===== src/rtl/uart_txrx.sv =====
`timescale 1ns/1ps
`default_nettype none
// ============================================================================
//  Module      : uart_txrx
//  Description : 8N1 UART transmitter and receiver sharing one clock and
//                reset, no FIFO. LSB first, one start bit, one stop bit.
//                Optional macro UART_RX_SYNC_EN adds a 2-flop synchronizer
//                ahead of the receive sampling flop.
//  Revision    : 1.0 - initial release
// ============================================================================
module uart_txrx #(
    parameter int CLKS_PER_BIT = 234
) (
    input  logic       i_Clock,
    input  logic       i_Resetn,
    input  logic       i_Tx_DV,
    input  logic [7:0] i_Tx_Byte,
    output logic       o_Tx_Active,
    output logic       o_Tx_Serial,
    output logic       o_Tx_Done,
    input  logic       i_Rx_Serial,
    output logic       o_Rx_DV,
    output logic [7:0] o_Rx_Byte
);

    localparam int CNT_W = $clog2(CLKS_PER_BIT);
    localparam logic [CNT_W-1:0] c_bit_last = CNT_W'(CLKS_PER_BIT - 1);
    localparam logic [CNT_W-1:0] c_half_bit = CNT_W'((CLKS_PER_BIT - 1) / 2);
    localparam logic [CNT_W-1:0] c_cnt_one  = CNT_W'(1);

    typedef enum logic [2:0] {
        TX_IDLE    = 3'd0,
        TX_START   = 3'd1,
        TX_DATA    = 3'd2,
        TX_STOP    = 3'd3,
        TX_CLEANUP = 3'd4
    } tx_state_t;

    typedef enum logic [2:0] {
        RX_IDLE    = 3'd0,
        RX_START   = 3'd1,
        RX_DATA    = 3'd2,
        RX_STOP    = 3'd3,
        RX_CLEANUP = 3'd4
    } rx_state_t;

    // ------------------------------------------------------------------
    // Transmitter
    // ------------------------------------------------------------------
    tx_state_t        r_tx_state, w_tx_state_nxt;
    logic [CNT_W-1:0] r_tx_cnt,   w_tx_cnt_nxt;
    logic [2:0]       r_tx_idx,   w_tx_idx_nxt;
    logic [7:0]       r_tx_byte,  w_tx_byte_nxt;
    logic             r_tx_active, w_tx_active_nxt;
    logic             r_tx_serial, w_tx_serial_nxt;
    logic             r_tx_done,   w_tx_done_nxt;
    logic [2:0]       w_tx_idx_inc;

    assign w_tx_idx_inc = r_tx_idx + 3'd1;

    // TX state and output registers; line idles high out of reset
    always_ff @(posedge i_Clock or negedge i_Resetn) begin
        if (!i_Resetn) begin
            r_tx_state  <= TX_IDLE;
            r_tx_cnt    <= '0;
            r_tx_idx    <= 3'd0;
            r_tx_byte   <= 8'h00;
            r_tx_active <= 1'b0;
            r_tx_serial <= 1'b1;
            r_tx_done   <= 1'b0;
        end else begin
            r_tx_state  <= w_tx_state_nxt;
            r_tx_cnt    <= w_tx_cnt_nxt;
            r_tx_idx    <= w_tx_idx_nxt;
            r_tx_byte   <= w_tx_byte_nxt;
            r_tx_active <= w_tx_active_nxt;
            r_tx_serial <= w_tx_serial_nxt;
            r_tx_done   <= w_tx_done_nxt;
        end
    end

    // TX next state; the line value is computed one cycle ahead so the pin is a flop
    always_comb begin
        w_tx_state_nxt  = r_tx_state;
        w_tx_cnt_nxt    = r_tx_cnt;
        w_tx_idx_nxt    = r_tx_idx;
        w_tx_byte_nxt   = r_tx_byte;
        w_tx_active_nxt = r_tx_active;
        w_tx_serial_nxt = r_tx_serial;
        w_tx_done_nxt   = 1'b0;
        case (r_tx_state)
            TX_IDLE: begin
                w_tx_serial_nxt = 1'b1;
                w_tx_active_nxt = 1'b0;
                w_tx_cnt_nxt    = '0;
                w_tx_idx_nxt    = 3'd0;
                if (i_Tx_DV) begin
                    w_tx_byte_nxt   = i_Tx_Byte;
                    w_tx_active_nxt = 1'b1;
                    w_tx_serial_nxt = 1'b0;
                    w_tx_state_nxt  = TX_START;
                end
            end
            TX_START: begin
                if (r_tx_cnt == c_bit_last) begin
                    w_tx_cnt_nxt    = '0;
                    w_tx_serial_nxt = r_tx_byte[0];
                    w_tx_state_nxt  = TX_DATA;
                end else begin
                    w_tx_cnt_nxt = r_tx_cnt + c_cnt_one;
                end
            end
            TX_DATA: begin
                if (r_tx_cnt == c_bit_last) begin
                    w_tx_cnt_nxt = '0;
                    if (r_tx_idx == 3'd7) begin
                        w_tx_serial_nxt = 1'b1;
                        w_tx_state_nxt  = TX_STOP;
                    end else begin
                        w_tx_idx_nxt    = w_tx_idx_inc;
                        w_tx_serial_nxt = r_tx_byte[w_tx_idx_inc];
                    end
                end else begin
                    w_tx_cnt_nxt = r_tx_cnt + c_cnt_one;
                end
            end
            TX_STOP: begin
                if (r_tx_cnt == c_bit_last) begin
                    w_tx_cnt_nxt    = '0;
                    w_tx_active_nxt = 1'b0;
                    w_tx_done_nxt   = 1'b1;
                    w_tx_state_nxt  = TX_CLEANUP;
                end else begin
                    w_tx_cnt_nxt = r_tx_cnt + c_cnt_one;
                end
            end
            TX_CLEANUP: begin
                w_tx_state_nxt = TX_IDLE;
            end
            default: begin
                w_tx_state_nxt = TX_IDLE;
            end
        endcase
    end

    assign o_Tx_Active = r_tx_active;
    assign o_Tx_Serial = r_tx_serial;
    assign o_Tx_Done   = r_tx_done;

    // ------------------------------------------------------------------
    // Receiver input conditioning
    // ------------------------------------------------------------------
    logic r_rx_s;

`ifdef UART_RX_SYNC_EN
    logic r_rx_meta;
    logic r_rx_sync;

    // Two synchronizer stages plus the sampling flop; all idle high
    always_ff @(posedge i_Clock or negedge i_Resetn) begin
        if (!i_Resetn) begin
            r_rx_meta <= 1'b1;
            r_rx_sync <= 1'b1;
            r_rx_s    <= 1'b1;
        end else begin
            r_rx_meta <= i_Rx_Serial;
            r_rx_sync <= r_rx_meta;
            r_rx_s    <= r_rx_sync;
        end
    end
`else
    // Single sampling flop on the asynchronous line, idle high
    always_ff @(posedge i_Clock or negedge i_Resetn) begin
        if (!i_Resetn) begin
            r_rx_s <= 1'b1;
        end else begin
            r_rx_s <= i_Rx_Serial;
        end
    end
`endif

    // ------------------------------------------------------------------
    // Receiver
    // ------------------------------------------------------------------
    rx_state_t        r_rx_state, w_rx_state_nxt;
    logic [CNT_W-1:0] r_rx_cnt,   w_rx_cnt_nxt;
    logic [2:0]       r_rx_idx,   w_rx_idx_nxt;
    logic [7:0]       r_rx_shift, w_rx_shift_nxt;
    logic [7:0]       r_rx_byte,  w_rx_byte_nxt;
    logic             r_rx_dv,    w_rx_dv_nxt;

    // RX state and output registers
    always_ff @(posedge i_Clock or negedge i_Resetn) begin
        if (!i_Resetn) begin
            r_rx_state <= RX_IDLE;
            r_rx_cnt   <= '0;
            r_rx_idx   <= 3'd0;
            r_rx_shift <= 8'h00;
            r_rx_byte  <= 8'h00;
            r_rx_dv    <= 1'b0;
        end else begin
            r_rx_state <= w_rx_state_nxt;
            r_rx_cnt   <= w_rx_cnt_nxt;
            r_rx_idx   <= w_rx_idx_nxt;
            r_rx_shift <= w_rx_shift_nxt;
            r_rx_byte  <= w_rx_byte_nxt;
            r_rx_dv    <= w_rx_dv_nxt;
        end
    end

    // RX next state; output byte only updates on a frame with a good stop bit
    always_comb begin
        w_rx_state_nxt = r_rx_state;
        w_rx_cnt_nxt   = r_rx_cnt;
        w_rx_idx_nxt   = r_rx_idx;
        w_rx_shift_nxt = r_rx_shift;
        w_rx_byte_nxt  = r_rx_byte;
        w_rx_dv_nxt    = 1'b0;
        case (r_rx_state)
            RX_IDLE: begin
                w_rx_cnt_nxt = '0;
                w_rx_idx_nxt = 3'd0;
                if (!r_rx_s) begin
                    w_rx_state_nxt = RX_START;
                end
            end
            RX_START: begin
                if (r_rx_cnt == c_half_bit) begin
                    w_rx_cnt_nxt = '0;
                    // A start bit that is gone by mid-bit was a glitch
                    w_rx_state_nxt = r_rx_s ? RX_IDLE : RX_DATA;
                end else begin
                    w_rx_cnt_nxt = r_rx_cnt + c_cnt_one;
                end
            end
            RX_DATA: begin
                if (r_rx_cnt == c_bit_last) begin
                    w_rx_cnt_nxt             = '0;
                    w_rx_shift_nxt[r_rx_idx] = r_rx_s;
                    if (r_rx_idx == 3'd7) begin
                        w_rx_state_nxt = RX_STOP;
                    end else begin
                        w_rx_idx_nxt = r_rx_idx + 3'd1;
                    end
                end else begin
                    w_rx_cnt_nxt = r_rx_cnt + c_cnt_one;
                end
            end
            RX_STOP: begin
                if (r_rx_cnt == c_bit_last) begin
                    w_rx_cnt_nxt = '0;
                    if (r_rx_s) begin
                        w_rx_byte_nxt = r_rx_shift;
                        w_rx_dv_nxt   = 1'b1;
                    end
                    w_rx_state_nxt = RX_CLEANUP;
                end else begin
                    w_rx_cnt_nxt = r_rx_cnt + c_cnt_one;
                end
            end
            RX_CLEANUP: begin
                w_rx_state_nxt = RX_IDLE;
            end
            default: begin
                w_rx_state_nxt = RX_IDLE;
            end
        endcase
    end

    assign o_Rx_DV   = r_rx_dv;
    assign o_Rx_Byte = r_rx_byte;

endmodule
`default_nettype wire


===== config.mk =====
export PLATFORM = sky130hd
export DESIGN_NAME = uart_txrx
export DESIGN_NICKNAME = d
export VERILOG_FILES = /design/src/rtl/uart_txrx.sv
export SDC_FILE = /design/constraint.sdc
export NUM_CORES = 1
export LEC_CHECK = 0
export ABC_AREA = 1
export CAP_MARGIN = 40
export CORE_MARGIN = 2
export CORE_UTILIZATION = 52
export CTS_CLUSTER_SIZE = 12
export DETAILED_ROUTE_END_ITERATION = 10
export PLACE_DENSITY = 0.82
export SLEW_MARGIN = 20
export SYNTH_ARGS = -nofsm -noshare
export SYNTH_HDL_FRONTEND = slang
export SYNTH_SLANG_ARGS = --single-unit

===== constraint.sdc =====
create_clock -name i_Clock -period 2.33 [get_ports i_Clock]
set_clock_uncertainty 0.05 [all_clocks]
set_input_delay 0.466 -clock i_Clock [delete_from_list [all_inputs] [get_ports i_Clock]]
set_output_delay 0.466 -clock i_Clock [all_outputs]
set_load 0.01 [all_outputs]

==> results.json, run 1 <==
{
  "cts_tree": "built",
  "p_leak_nw": 1.53,
  "status": "completed",
  "synth_top_area_share_pct": 49.4,
  "fmax_mhz": 525,
  "avgSynthCellArea_um2": 8.82,
  "crit_family": "flip-flops",
  "post-synth-top-area-cell": "dfrtp_1",
  "grt_max_degree": 58,
  "hold_viol_final": 0,
  "rows": 26,
  "die_h_um": 77.2,
  "area_delta_synth_final_pct": 17.6,
  "setup.worst_path.class": "register to primary output",
  "syn-cell-area_um2": 2790,
  "cp-end-kind": "primary output",
  "initial_core_util_pct": 54.2,
  "fin_tns_setup_ns": 0,
  "via_per_inst": 5.26,
  "postLayoutCoreUtil_pct": 63.8,
  "synth_edf_count": 0,
  "crit_slowest_cell": "dfstp_2",
  "cts_inserted_buffers": 9,
  "antenna_cells": 0,
  "path_max_fanout": 2,
  "cp_cell_sequence": "clkdlybuf4s50_1",
  "ctsLongestPathBuffers": 2,
  "yosys_warnings": 0,
  "io_buffers": 23,
  "syn_nets": 337,
  "worst_pin_slew_ns": 0.442,
  "first_iter_violations": 152,
  "core_um2": 5140,
  "drive_above_1_share_pct": 12.5,
  "crit_buf_inv": 1,
  "finalInstanceArea_um2": 3280,
  "synth_cell_type_count": 37,
  "num-nets-final": 368,
  "ctsHoldBuffers": 0,
  "antenna_found_initial": 0,
  "whs_ns": 0.0603,
  "synth_seq_cells": 57,
  "cts.htree.levels": 3,
  "wl_per_cell_um": 12.7,
  "cts_sinks": 57,
  "critPathArrivalTime_ns": 1.39,
  "die_w_um": 77.2,
  "yosysMostFrequentCell": "nand2_1",
  "async_reset_ff_share_pct": 100,
  "drc": 0,
  "ys_seq_area_share_pct": 51.3,
  "yosys-top-cells-area": "dfrtp_1 49%, nand2_1 8.6%, nand3_1 5.9%, inv_1 5.0%, ha_1 4.0%",
  "grt_use_total_pct": 20.6,
  "dp_hpwl_mm": 3.88,
  "placed_area_um2": 3100,
  "detail-route-antenna-nets": 0,
  "cpPeakStageDelay_ns": 0.53,
  "cp.required_ns": 1.81,
  "cts_post_setup_buffers_inserted": 0,
  "grt_overflow_total": 0,
  "synthFlopType": "dfrtp_1",
  "min_period_over_period_pct": 81.7,
  "slew_violations": 0,
  "insertion_delay_ns": 0.34,
  "io_pins": 24,
  "cts_root_buf": "clkbuf_8",
  "relSlewSlack_pct": 70.4,
  "hp-class": "input port to async pin",
  "rsz0062_at_grt": "no",
  "power.density_nw_per_um2": 947,
  "vdd_drop_max_mv": 0.618,
  "cts_resized": 0,
  "routed_wl_mm": 5.36,
  "syn_inst": 316,
  "setup_viol": 0,
  "cts.clk_slew.worst_paths_ns": 0.07,
  "dieArea_um2": 5960,
  "finalWeightedCongestion": 0.855,
  "maxCapViolCount": 0,
  "worstSetupStartpointType": "register",
  "grt_pass1_vias": 2158,
  "synth_commonest_cells": "64 x nand2_1, 55 x dfrtp_1, 37 x inv_1",
  "firstDrtPassIters": 4,
  "vias": 2218,
  "grt_pass1_wl_mm": 9.54,
  "fin_crit_ns": 1.90
}
final timing paths:
check                      slack, ns             to  depth (start not counted)     startpoint
max                             0.43    o_Tx_Serial                          1    o_Tx_Serial
min                             0.06    r_tx_cnt[6]                          2       i_Resetn
max reg2reg                     0.50  r_rx_shift[7]                          9    r_rx_cnt[1]
min reg2reg                     0.44   o_Rx_Byte[1]                          2  r_rx_shift[1]
max in group asynchronous       1.86         r_rx_s                          2       i_Resetn
min in group i_Clock            0.44   o_Rx_Byte[1]                          2  r_rx_shift[1]
logic make-up (layout without fill, tap and decap cells):
group	after synthesis	count (layout)	synth area share [%]
muxes	8	8	3.23
DFF	57	57	51.3
xor gates and xnor gates	4	4	1.26
and+or+nand+nor	152	152	26.1
adders and majority gates	9	9	4.04
AOI/OAI and AO/OA	41	41	7.86
buffers and inverters	45	81	6.28
metrics by stage:
step | power, mW | cells | setup slack, ns
after CTS | 3.13 | 422 | 0.405
after detailed placement | 2.30 | 406 | 0.500
final | 3.11 | 422 | 0.427
after global placement | 2.25 | 406 | 0.621
after floorplan | 2.03 | 316 | 0.814
after global routing | 3.34 | 422 | 0.295
layout make-up:
cell class,count,area (um2)
multi-input combinational,214,1180
sequential,57,1430
fill,457,1860
tap,70,87.6
clock buffer,10,138
clock inverter,6,42.5
inverter,41,154
timing repair buffer,24,245
flip-flops by register name, summed over array words and instances (netlist names), 3 cells and up:
register and cells:
o_Rx_Byte 8, r_rx_cnt 8, r_rx_shift 8, r_tx_byte 8
r_tx_cnt 8, r_rx_idx 3, r_rx_state 3, r_tx_idx 3
r_tx_state 3
per-layer routing:
| layer | routed length [um] | share of wire (%) | track usage (%) | vias up |
|---|---|---|---|---|
| met5 | 0 | 0 | 0 | - |
| met4 | 88 | 1.6 | 7.32 | 0 |
| met3 | 221 | 4.1 | 6.71 | 12 |
| met2 | 2680 | 50 | 34.5 | 51 |
| met1 | 2360 | 44 | 24.8 | 1053 |
| li1 | - | - | - | 1102 |
layout by cell type (no fill, tap or decap), types with 2 or more instances in the layout:
cell type and n:
inv_2 4, dfstp_2 2, nor3_1 6, xor2_1 3, inv_1 37, nor2_1 26
nand3_1 33, nand2_2 2, nand2_1 64, ha_1 9, clkinv_2 2, clkbuf_8 10
nand3_2 2, nor3b_1 3, o21ai_0 18, clkdlybuf4s50_1 22, dfrtp_1 55, nor2_4 2
clkinvlp_4 2, nand4_1 6, o21ai_1 10, a21oi_1 7, mux2_2 8
report_power, final:
group | switching (mW) | internal (mW) | total, mW
Clock | 0.412 | 0.415 | 0.827
Sequential | 0.170 | 1.19 | 1.36
Combinational | 0.556 | 0.368 | 0.924
Total | 1.14 | 1.97 | 3.11
(Power assumes the default switching activity.)
==> inputs of run 2 (changes only) <==
PLACE_DENSITY = 0.85   (was 0.82)
clock period = 1.6 ns   (was 2.33 ns; I/O delays follow)
==> results.json, run 2 (synthesis results as in run 1) <==
{
  "num-nets-final": 390,
  "final_common_cell": "nand2_1",
  "detail-route-antenna-nets": 0,
  "cts_tree": "built",
  "rows": 26,
  "worst_pin_slew_ns": 0.428,
  "dieArea_um2": 5960,
  "die_w_um": 77.2,
  "hold_viol_final": 0,
  "dp_cells": 422,
  "cts_sinks": 57,
  "p_leak_nw": 1.77,
  "layout_setup_ws_ns": -0.0148,
  "dp_hpwl_mm": 4.01,
  "setup.worst_path.class": "register to register",
  "core_um2": 5140,
  "antenna_cells": 0,
  "cts.htree.levels": 3,
  "worstSetupStartpoint": "r_rx_cnt[1]",
  "via_per_inst": 5.29,
  "setup_viol": 6,
  "layout_common_cells": "61 x nand2_1, 55 x dfrtp_1, 36 x inv_1, 25 x nand3_1, 23 x nor2_1",
  "drive_above_1_share_pct": 22.5,
  "ctsLongestPathBuffers": 2,
  "slew_violations": 0,
  "hp-class": "input port to register",
  "antenna_found_initial": 0,
  "routed_wl_mm": 6.06,
  "grt_max_degree": 26,
  "violations": "setup timing",
  "fin_crit_ns": 1.61,
  "io_pins": 24,
  "fmax_mhz": 619,
  "critPathArrivalTime_ns": 1.79,
  "first_iter_violations": 127,
  "status": "finished with violations",
  "min_period_over_period_pct": 101,
  "vias": 2349,
  "firstDrtPassIters": 5,
  "cts_inserted_buffers": 9,
  "path_max_fanout": 8,
  "r2r_end": "o_Rx_Byte[5]",
  "io_buffers": 23,
  "cp.required_ns": 1.77,
  "maxCapViolCount": 0,
  "placed_area_um2": 3230,
  "wl_per_cell_um": 13.6,
  "grt_pass1_vias": 2359,
  "drc": 0,
  "die_h_um": 77.2,
  "worstSetupStartpointType": "register",
  "r2r-start": "r_rx_cnt[1]",
  "finalInstanceArea_um2": 3640,
  "grt_overflow_total": 0,
  "cts.clk_slew.worst_paths_ns": 0.06,
  "grt_use_total_pct": 21.6,
  "relSlewSlack_pct": 71.5,
  "insertion_delay_ns": 0.34,
  "area_delta_synth_final_pct": 30.6,
  "finalWeightedCongestion": 0.901,
  "grt_pass1_wl_mm": 10.2,
  "ff2ff_setup_slack_ns": -0.01,
  "initial_core_util_pct": 54.2,
  "r2r_cells": 9,
  "crit_end": "o_Rx_Byte[5]",
  "cts_root_buf": "clkbuf_8",
  "power.density_nw_per_um2": 1430,
  "rsz0062_at_grt": "yes",
  "cp-end-kind": "register",
  "vdd_drop_max_mv": 1.23,
  "final_cells": 444
}
[run 2: area by class of cell]
type,count,area [um2]
well taps,70,87.6
repair buffers,45,419
fillers,384,1500
inverters,41,154
clock inverters,6,105
flip-flops and latches,57,1430
clock buffers,10,138
multi-input cells,215,1310
[run 2: report_power, final]
| part | leakage (nW) | internal, mW | total [mW] | switching [mW] |
|---|---|---|---|---|
| Sequential | 0.756 | 1.73 | 1.98 | 0.250 |
| Combinational | 0.884 | 0.675 | 1.60 | 0.923 |
| Clock | 0.126 | 1.07 | 1.63 | 0.560 |
| Total | 1.77 | 3.47 | 5.20 | 1.73 |
[run 2: routing by layer]
metal	vias to the layer above	global-route usage, %	part of all wire [%]
met4	0	7.14	1.1
met5	-	0	0
met3	6	8.00	5.7
li1	1147	-	-
met2	72	36.9	53
met1	1124	25.0	41
[run 2: worst min-delay path by stage]
stage,to,startpoint,depth (start not counted),slack (ns)
final,r_rx_s,i_Rx_Serial,1,0.35
after global routing,r_rx_s,i_Rx_Serial,1,0.34
after CTS,r_rx_s,i_Rx_Serial,1,0.33
after detailed placement,r_tx_cnt[5],i_Resetn,1,0.23
after global placement,r_tx_cnt[5],i_Resetn,1,0.23
after floorplan,o_Rx_Byte[0],i_Resetn,0,-0.03
[run 2: stage by stage]
| stage | power [mW] | worst slack, ns | hold WS (ns) | utilization [%] | TNS [ns] |
|---|---|---|---|---|---|
| finish | 5.20 | -0.0148 | 0.348 | 70.8 | -0.0511 |
| floorplan | 2.96 | 0.0842 | -0.0256 | - | 0 |
| global route | 5.54 | -0.112 | 0.337 | 70.8 | -2.03 |
| global placement | 3.38 | -0.00525 | 0.228 | 62.9 | -0.00525 |
| CTS | 5.16 | -0.00661 | 0.334 | 68.7 | -0.0220 |
| detailed placement | 3.47 | -0.0824 | 0.230 | 62.9 | -0.567 |
[run 2: timing repair]
action / in CTS / in global routing
pin swaps: 2 / 8
hold endpoints to repair: 14 / 0
setup buffers: 3 / 1
hold buffers: 1 / 0
gates cloned: 0 / 1
gates resized for setup: 26 / 22
endpoints found under the setup margin: 29 / 43
[run 2: worst max-delay path: stages (launching register included)]
cell and delay, ns:
dfrtp_1 0.39, inv_2 0.08, ha_4 0.13, nand2_4 0.05
nor2_4 0.09, nand4_4 0.18, buf_6 0.19, nor3_4 0.10
buf_6 0.15, o21ai_0 0.07
==> inputs of run 3 (changes only) <==
CELL_PAD_IN_SITES_DETAIL_PLACEMENT = 0   (was default)
CELL_PAD_IN_SITES_GLOBAL_PLACEMENT = 1   (was default)
CORE_UTILIZATION = 39   (was 52)
PLACE_DENSITY = 0.83   (was 0.85)
==> results.json, run 3 (synthesis results as in run 1) <==
{
  "p_leak_nw": 1.78,
  "antenna_cells": 0,
  "routed_wl_mm": 5.78,
  "die_w_um": 88.5,
  "layout_common_cells": "61 x nand2_1, 55 x dfrtp_1, 35 x inv_1, 30 x nand3_1, 23 x nor2_1",
  "layout_setup_ws_ns": -0.0336,
  "grt_overflow_total": 0,
  "fin_tns_setup_ns": -0.183,
  "grt_max_degree": 23,
  "grt_pass1_wl_mm": 9.92,
  "whs_ns": 0.325,
  "grt_pass1_vias": 2230,
  "dieArea_um2": 7840,
  "drc": 0,
  "hold_viol_final": 0,
  "io_pins": 24,
  "ctsLongestPathBuffers": 2,
  "setup_viol": 11,
  "worst_pin_slew_ns": 0.496,
  "dp_hpwl_mm": 4.16,
  "insertion_delay_ns": 0.34,
  "antenna_found_initial": 0,
  "vias": 2301,
  "rows": 30,
  "cts_root_buf": "clkbuf_8",
  "detail-route-antenna-nets": 0,
  "status": "finished with violations",
  "path_max_fanout": 8,
  "final_common_cell": "nand2_1",
  "hold_start": "i_Rx_Serial",
  "cp.required_ns": 1.78,
  "final_cells": 474,
  "r2r_cells": 9,
  "pre_cts_slack_ns": -0.0995,
  "critPathArrivalTime_ns": 1.81,
  "cts.htree.levels": 3,
  "worstSetupStartpointType": "register",
  "dp_cells": 453,
  "wl_per_cell_um": 12.2,
  "worstSetupStartpoint": "r_rx_cnt[1]",
  "core_um2": 6870,
  "hp-class": "input port to register",
  "firstDrtPassIters": 5,
  "finalWeightedCongestion": 0.789,
  "violations": "setup timing",
  "r2r-start": "r_rx_cnt[1]",
  "fillerInstances": 653,
  "area_delta_synth_final_pct": 30.7,
  "rsz0062_at_grt": "yes",
  "cts_tree": "built",
  "via_per_inst": 4.85,
  "multi_input_area_um2": 1320,
  "postLayoutCoreUtil_pct": 53.0,
  "crit_end": "o_Rx_Byte[5]",
  "drive_above_1_share_pct": 23.3,
  "cp-end-kind": "register",
  "slew_violations": 0,
  "fmax_mhz": 612,
  "ff2ff_setup_slack_ns": -0.03,
  "vdd_drop_max_mv": 0.833,
  "relSlewSlack_pct": 67.0,
  "regArea_um2": 1430,
  "power.density_nw_per_um2": 1360,
  "cts_sinks": 57,
  "initial_core_util_pct": 40.6,
  "cts_inserted_buffers": 9,
  "fin_crit_ns": 1.63,
  "cts.clk_slew.worst_paths_ns": 0.07,
  "die_h_um": 88.5,
  "r2r_end": "o_Rx_Byte[5]",
  "first_iter_violations": 133,
  "maxCapViolCount": 0,
  "num-nets-final": 394,
  "grt_use_total_pct": 16.6,
  "min_period_over_period_pct": 102,
  "io_buffers": 23,
  "setup.worst_path.class": "register to register"
}
run 3: cell count changes in the layout (fill, tap and decap cells not counted), sizes merged:
| cell | delta |
|---|---|
| bufinv | -2 |
| clkbuf | +2 |
| buf | +4 |
| clkdlybuf4s50 | -1 |
| dlygate4sd2 | +1 |
run 3: per-layer routing:
metal  up-vias  share of wire [%]  track usage [%]  wire [um]
li1       1163                  -                -          -
met4         0                2.0             8.82        114
met2        31                 49             26.7       2830
met5         -                  0                0          0
met3        13                2.7             3.54        158
met1      1094                 46             20.9       2680
run 3: worst min-delay path by stage:
stage	end	slack [ns]	depth (start not counted)
final	r_rx_s	0.32	1
after global routing	r_rx_s	0.33	1
after CTS	r_rx_s	0.31	1
after detailed placement	r_tx_idx[2]	0.26	1
after global placement	r_tx_byte[0]	0.25	1
after floorplan	o_Rx_Byte[0]	-0.03	0
run 3: final cells by class:
| cell class | instances | area share (%) |
|---|---|---|
| Inverter | 41 | 4.22 |
| Timing Repair Buffer | 49 | 12.2 |
| Sequential cell | 57 | 39.2 |
| Multi-Input combinational cell | 215 | 36.1 |
| Clock inverter | 4 | 1.24 |
| Clock buffer | 12 | 3.71 |
| Tap cell | 96 | 3.30 |
run 3: critical path: stages, from the launching register on:
cell and delay (ns):
dfrtp_1 0.39, inv_2 0.09, ha_4 0.14, nand2_4 0.05, nor2_4 0.10, nand4_4 0.18
buf_6 0.19, nor3_4 0.11, buf_6 0.17, o21ai_1 0.06
run 3: repair_timing:
item | CTS | global route
gates cloned | 0 | 1
buffers inserted | 3 | 0
endpoints found under the setup margin | 30 | 31
pin swaps | 2 | 6
hold buffers | 1 | 0
endpoints found under the hold margin | 16 | 0
resized for setup | 26 | 26
run 3: report_power, final:
part | internal, mW | leakage, nW | switching, mW
Combinational | 0.743 | 0.925 | 0.959
Sequential | 1.73 | 0.756 | 0.230
Clock | 0.713 | 0.0941 | 0.578
run 3: stage by stage:
| stage | power, mW | area [um2] |
|---|---|---|
| final | 4.95 | 3640 |
| after global routing | 5.33 | 3640 |
| after CTS | 4.89 | 3530 |
| after detailed placement | 3.54 | 3300 |
| after global placement | 3.49 | 3300 |
| after floorplan | 2.96 | 2790 |
